`config.mk`:
```
export PLATFORM = sky130hd
export DESIGN_NAME = ads131_frame_receiver
export DESIGN_NICKNAME = d
export VERILOG_FILES = /design/src/rtl/ads131_pkg.sv /design/src/rtl/bit_synchronizer.sv /design/src/rtl/ads131_frame_receiver.sv
export SDC_FILE = /design/constraint.sdc
export NUM_CORES = 1
export LEC_CHECK = 0
export ABC_CLOCK_PERIOD_IN_PS = 2300
export CORE_MARGIN = 2
export CORE_UTILIZATION = 35
export CTS_CLUSTER_DIAMETER = 200
export CTS_CLUSTER_SIZE = 24
export DETAILED_ROUTE_END_ITERATION = 12
export SLEW_MARGIN = 20
export SYNTH_ARGS = -nofsm -noshare
export SYNTH_HDL_FRONTEND = slang
export SYNTH_SLANG_ARGS = --single-unit
```
`constraint.sdc`:
```
create_clock -name system_clock -period 2.3 [get_ports system_clock]
set_input_delay 0.46 -clock system_clock [delete_from_list [all_inputs] [get_ports system_clock]]
set_output_delay 0.46 -clock system_clock [all_outputs]
set_load 0.01 [all_outputs]
```
`src/rtl/ads131_pkg.sv`:
```
// Shared types and default geometry for the ADS131 frame receiver.
package ads131_pkg;

  localparam int unsigned DEF_WORD_BITS    = 24;
  localparam int unsigned DEF_NUM_CHANNELS = 4;
  localparam int unsigned STATUS_BITS      = 16;

  typedef enum logic [1:0] {
    ST_IDLE     = 2'd0,
    ST_SHIFT    = 2'd1,
    ST_COMPLETE = 2'd2
  } rx_state_e;

  // Counter width for a counter spanning 0..range-1, never narrower than 1 bit.
  function automatic int unsigned cnt_width(input int unsigned range);
    return (range > 1) ? $clog2(range) : 1;
  endfunction

endpackage

```
`src/rtl/bit_synchronizer.sv`:
```
// Two-flop synchronizer bringing one asynchronous bit into the system_clock domain.
module bit_synchronizer (
  input  logic system_clock,
  input  logic reset_n,
  input  logic async_bit,
  output logic sync_bit
);

  logic meta_q;

  // Two-stage capture; both stages clear on reset.
  always_ff @(posedge system_clock or negedge reset_n) begin
    if (!reset_n) begin
      meta_q   <= 1'b0;
      sync_bit <= 1'b0;
    end else begin
      meta_q   <= async_bit;
      sync_bit <= meta_q;
    end
  end

endmodule

```
`src/rtl/ads131_frame_receiver.sv`:
```
// Receives one ADS131 SPI frame (status word + channel words, CPHA=1, MSB first)
// by oversampling SCLK/MISO/CS on system_clock and publishes complete frames only.
module ads131_frame_receiver
  import ads131_pkg::*;
#(
  parameter int unsigned WORD_BITS    = DEF_WORD_BITS,
  parameter int unsigned NUM_CHANNELS = DEF_NUM_CHANNELS
) (
  input  logic                              system_clock,
  input  logic                              reset_n,
  input  logic                              frame_active,
  input  logic                              spi_sclk,
  input  logic                              spi_miso,
  output logic [STATUS_BITS-1:0]            status_word,
  output logic [NUM_CHANNELS*WORD_BITS-1:0] ch_data,
  output logic                              frame_valid,
  output logic                              frame_error,
  output logic                              busy
);

  localparam int unsigned NUM_WORDS = NUM_CHANNELS + 1;
  localparam int unsigned BIT_W     = cnt_width(WORD_BITS);
  localparam int unsigned WORD_W    = cnt_width(NUM_WORDS);
  localparam int unsigned CH_BITS   = NUM_CHANNELS * WORD_BITS;

  logic sclk_s, miso_s, act_s;
  logic sclk_prev_q, act_prev_q;
  logic [1:0] settle_q;
  logic armed_q;

  rx_state_e state_q, state_d;

  logic [BIT_W-1:0]     bit_cnt_q;
  logic [WORD_W-1:0]    word_cnt_q;
  logic [WORD_BITS-1:0] word_sr_q;
  logic [WORD_BITS-1:0] stage_q [NUM_WORDS];

  logic sclk_fall_c, act_rise_c, sample_c, word_done_c, last_word_c;
  logic start_c, load_c, short_c;
  logic [WORD_BITS-1:0]   word_next_c;
  logic [STATUS_BITS-1:0] status_c;
  logic [CH_BITS-1:0]     ch_next_c;

  bit_synchronizer u_sync_sclk (
    .system_clock (system_clock),
    .reset_n      (reset_n),
    .async_bit    (spi_sclk),
    .sync_bit     (sclk_s)
  );

  bit_synchronizer u_sync_miso (
    .system_clock (system_clock),
    .reset_n      (reset_n),
    .async_bit    (spi_miso),
    .sync_bit     (miso_s)
  );

  bit_synchronizer u_sync_act (
    .system_clock (system_clock),
    .reset_n      (reset_n),
    .async_bit    (frame_active),
    .sync_bit     (act_s)
  );

  // Edge history; CS must be seen low after the synchronizer settles before a
  // frame can start, so a CS still held across reset never opens a frame.
  always_ff @(posedge system_clock or negedge reset_n) begin
    if (!reset_n) begin
      sclk_prev_q <= 1'b0;
      act_prev_q  <= 1'b0;
      settle_q    <= 2'd0;
      armed_q     <= 1'b0;
    end else begin
      sclk_prev_q <= sclk_s;
      act_prev_q  <= act_s;
      if (settle_q != 2'd3) settle_q <= settle_q + 2'd1;
      if (settle_q == 2'd3 && !act_s) armed_q <= 1'b1;
    end
  end

  // A falling edge that coincides with CS release is dropped via the act_s term.
  assign sclk_fall_c = !sclk_s && sclk_prev_q;
  assign act_rise_c  = act_s && !act_prev_q;
  assign sample_c    = sclk_fall_c && act_s && (state_q == ST_SHIFT);
  assign word_done_c = (bit_cnt_q == BIT_W'(WORD_BITS - 1));
  assign last_word_c = (word_cnt_q == WORD_W'(NUM_CHANNELS));
  assign word_next_c = WORD_BITS'({word_sr_q, miso_s});

  // State register.
  always_ff @(posedge system_clock or negedge reset_n) begin
    if (!reset_n) state_q <= ST_IDLE;
    else          state_q <= state_d;
  end

  // Next-state logic.
  always_comb begin
    state_d = state_q;
    case (state_q)
      ST_IDLE:     if (act_rise_c && armed_q) state_d = ST_SHIFT;
      ST_SHIFT: begin
        if (!act_s)                                      state_d = ST_IDLE;
        else if (sample_c && word_done_c && last_word_c) state_d = ST_COMPLETE;
      end
      ST_COMPLETE: if (!act_s) state_d = ST_IDLE;
      default:     state_d = ST_IDLE;
    endcase
  end

  // Per-state control strobes.
  always_comb begin
    start_c = 1'b0;
    load_c  = 1'b0;
    short_c = 1'b0;
    case (state_q)
      ST_IDLE:  start_c = act_rise_c && armed_q;
      ST_SHIFT: begin
        if (!act_s)                                      short_c = 1'b1;
        else if (sample_c && word_done_c && last_word_c) load_c  = 1'b1;
      end
      default: ;
    endcase
  end

  // Bit/word counters, shift register and staging buffer.
  always_ff @(posedge system_clock or negedge reset_n) begin
    if (!reset_n) begin
      bit_cnt_q  <= '0;
      word_cnt_q <= '0;
      word_sr_q  <= '0;
      for (int i = 0; i < int'(NUM_WORDS); i++) stage_q[i] <= '0;
    end else if (start_c) begin
      bit_cnt_q  <= '0;
      word_cnt_q <= '0;
    end else if (sample_c) begin
      word_sr_q <= word_next_c;
      if (word_done_c) begin
        bit_cnt_q           <= '0;
        stage_q[word_cnt_q] <= word_next_c;
        word_cnt_q          <= last_word_c ? '0 : word_cnt_q + WORD_W'(1);
      end else begin
        bit_cnt_q <= bit_cnt_q + BIT_W'(1);
      end
    end
  end

  // Published values: earlier words from staging, the final word straight from the shifter.
  always_comb begin
    status_c  = STATUS_BITS'({stage_q[0], {STATUS_BITS{1'b0}}} >> WORD_BITS);
    ch_next_c = '0;
    for (int k = 0; k < int'(NUM_CHANNELS); k++) begin
      ch_next_c[k*WORD_BITS +: WORD_BITS] =
        (k == int'(NUM_CHANNELS) - 1) ? word_next_c : stage_q[k+1];
    end
  end

  // Registered outputs; data only moves on a complete frame.
  always_ff @(posedge system_clock or negedge reset_n) begin
    if (!reset_n) begin
      status_word <= '0;
      ch_data     <= '0;
      frame_valid <= 1'b0;
      frame_error <= 1'b0;
      busy        <= 1'b0;
    end else begin
      if (load_c) begin
        status_word <= status_c;
        ch_data     <= ch_next_c;
      end
      frame_valid <= load_c;
      frame_error <= short_c;
      busy        <= (state_d == ST_SHIFT);
    end
  end

endmodule

```
==> results_dict.tcl <==
set metrics [dict create \
    tritoncts "done" \
    hold_depth 0 \
    synthCells 562 \
    fp.coreArea_um2 26100 \
    synth.net_count 571 \
    power.leakage_nw 5.61 \
    setup_violations 0 \
    relSlewSlack_pct 56.0 \
    rows 59 \
    violations "design-rule violations" \
    critical_path.max_fanout 60 \
    whs_endpoint "u_sync_act.sync_bit" \
    cts_root_buffer "clkbuf_16" \
    reg2reg_to "ch_data[26]" \
    cts_sinks 247 \
    synthTopCellsByArea "dfrtp_1 66%, mux2_2 21%, mux2_1 5.7%, buf_2 0.91%, buf_4 0.64%" \
    clkPwrFrac_pct 35.7 \
    design_area_um2 11500 \
    grt_usage_pct 13.7 \
    yosysTopAreaCellShare_pct 66.2 \
    fp.dieW_um 167 \
    p_int_mw 5.63 \
    max_cap_violations 0 \
    grt.overflow.total 0 \
    min_path_type "reg -> reg" \
    p_sw_share_pct 21.5 \
    cp-end-kind "flip-flop" \
    place_ws_ps 62.2 \
    synth_edf_count 0 \
    routabilityCongestion 0.765 \
    skew_ps 16.3 \
    finalCritPeriodShare_pct 94.4 \
    dr.pass1.iters 8 \
    place_area_um2 11000 \
    synth_area_per_cell_um2 16.6 \
    r2r_slack_ps 130 \
    drt_wl_total_um 18800 \
    p_switching_mw 1.54 \
    slowest_delay_ps 430 \
    cts_buffer_depth 3 \
    crit_buf_inv 2 \
    clkTransAtPathRegs_ps 90 \
    dieArea_um2 28000 \
    power.share.sequential_pct 61.7 \
    tns_ps 0 \
    grt_pass1_vias 5489 \
    ys_seq_area_share_pct 66.2 \
    fin_nets 703 \
    die_h_um 167 \
    layout_min_cycle_time_ps 2170 \
    start_util_pct 35.7 \
    clk_latency_ps 480 \
    status "complete, but fails checks" \
    timing.critical_path.slowest_stage_cell "dfrtp_1" \
    ys.flop_type "dfrtp_1" \
    io_buffer_count 119 \
    async_flop_share_pct 100 \
    worst_pin_slew_ps 660 \
    ir_drop_mv 0.358 \
    critPathTopFamily "simple AND/OR/NAND/NOR gates" \
    yosys.area.top_type "dfrtp_1" \
    synthDistinctLibCells 36 \
    rr_worst_depth 6 \
    worst_slack_ps 129 \
    grt_setup_unrepaired "false" \
    crit_arrival_ps 2540 \
    startpoint_type "flip-flop" \
    area_delta_synth_final_pct 22.9 \
    pwr-share-comb_pct 2.7 \
    grt_pass1_wl_um 30900 \
    final_util_pct 43.9 \
    powerDensity_nw_per_um2 625 \
    drc_errors 3 \
    grt_max_degree 86 \
    ys_ff_latch 247 \
    required_ps 2670 \
    top_level_ports 120 \
    path_class "reg -> reg" \
    yosys_warnings 0 \
    htreeDepth 1 \
    drive_gt1_share_pct 32.4 \
    viasPerCell 4.92 \
    drt_iter0_drc 199 \
    diodes 0 \
    fmax_mhz 461 \
    drt-wirelength-per-cell_um 18.2 \
    r2r_start "bit_cnt_q[0]" \
    antenna_found_initial 0 \
    numCtsBuffers 14 \
    slew_violations 0 \
    hold_start "u_sync_act.meta_q" \
    mappedNetlistArea_um2 9330 \
    hold_viol 0 \
    crit_chain "ha_4 -> nand4b_4 -> nor4_4 -> buf_4 -> buf_16 -> mux2_2" \
    antenna_left 0 \
    dp_hpwl_um 12500 \
    vias 5058 \
    whs_ps 350 \
]
-- worst max-delay path by stage --
| stage | depth (start not counted) | startpoint | slack (ps) | endpoint |
|---|---|---|---|---|
| 2_1_floorplan | 6 | bit_cnt_q[0] | 360 | ch_data[63] |
| 5_1_grt | 6 | bit_cnt_q[0] | 30 | ch_data[67] |
| 3_3_place_gp | 5 | bit_cnt_q[0] | 160 | ch_data[50] |
| 3_5_place_dp | 5 | bit_cnt_q[0] | 60 | ch_data[47] |
| 6_report | 6 | bit_cnt_q[0] | 130 | ch_data[26] |
| 4_1_cts | 5 | bit_cnt_q[0] | 40 | ch_data[47] |
-- sequential cells by signal, summed over array words and instances (netlist names), 2 cells and up --
signal,cells
word_cnt_q,3
ch_data,96
ch_next_c,72
word_sr_q,23
bit_cnt_q,5
state_q,2
settle_q,2
stage_q,16
status_word,16
-- Yosys cell counts, types with 3 or more instances --
cell     number
buf_4         8
ha_1          4
nor3b_1       3
o22ai_1       3
buf_2        17
a21oi_1       3
o21ai_0       5
o31ai_1       4
nor3_1        3
inv_1         4
mux2_1       47
mux2_2      177
nand4_1       6
dfrtp_1     247
-- what timing repair did --
| action | CTS | global route |
|---|---|---|
| setup buffers | 0 | 1 |
| hold endpoints to repair | 0 | 2 |
| resized for setup | 0 | 4 |
| endpoints found under the setup margin | 0 | 112 |
| hold buffers | 0 | 1 |
-- worst reg2reg max path, stage by stage (launching register included) --
cell,delay [ps]
dfrtp_1,430
ha_4,200
nand4b_4,200
nor4_4,320
buf_4,190
buf_16,270
mux2_2,460
-- per-layer routing --
| layer | wire (um) | global-route usage, % | up-vias | share of wire (%) |
|---|---|---|---|---|
| li1 | - | - | 2260 | - |
| met1 | 8330 | 18.3 | 2680 | 44 |
| met2 | 9330 | 23.4 | 99 | 50 |
| met3 | 847 | 2.46 | 19 | 4.5 |
| met4 | 262 | 3.06 | 0 | 1.4 |
| met5 | 0 | 0 | - | 0 |
-- through the flow --
stage / total power, mW / cells
final: 7.17 / 1029
after global placement: 4.69 / 1011
after detailed placement: 4.71 / 1011
after floorplan: 4.55 / 562
after global routing: 7.51 / 1029
after CTS: 7.30 / 1027
-- cell usage in the layout (no fill, tap or decap), types with 2 or more instances in the layout --
master	n
a21oi_1	3
buf_12	4
buf_4	18
clkbuf_16	15
clkdlybuf4s50_1	118
dfrtp_1	247
ha_1	3
inv_1	4
mux2_1	47
mux2_2	177
nand2_1	2
nand2b_1	2
nand3_1	2
nand4_1	6
nor2b_1	2
nor3_1	3
nor3b_1	3
nor4_1	2
nor4_4	2
o21ai_0	5
o22ai_1	3
o31ai_1	4
or4_1	2
-- power groups by stage --
stage / logic, mW / registers [mW] / clock network, mW
final: 0.192 / 4.42 / 2.56
after CTS: 0.199 / 4.42 / 2.68
after floorplan: 0.0598 / 4.49 / 0
after global placement: 0.189 / 4.51 / 0
after detailed placement: 0.198 / 4.51 / 0
after global routing: 0.220 / 4.43 / 2.86
-- layout make-up --
class / instances / area (um2)
clock buffer: 15 / 375
sequential: 247 / 6180
tap: 335 / 419
multi-input combinational: 284 / 3010
fill: 2307 / 14700
clock inverter: 1 / 20.0
inverter: 4 / 15.0
timing repair buffer: 143 / 1450
-- logic make-up after synthesis --
logic type               after synthesis  synth area share, %
flip-flops                           247                 66.2
multiplexers                         225                 27.1
AND/OR/NAND/NOR                       35                 2.91
buffers and inverters                 31                 1.80
AO/OA/AOI/OAI                         19                 1.30
adder cells (fa/ha/maj)                4                0.536
XOR/XNOR                               1               0.0939
Power figures use the tool's default switching activity.
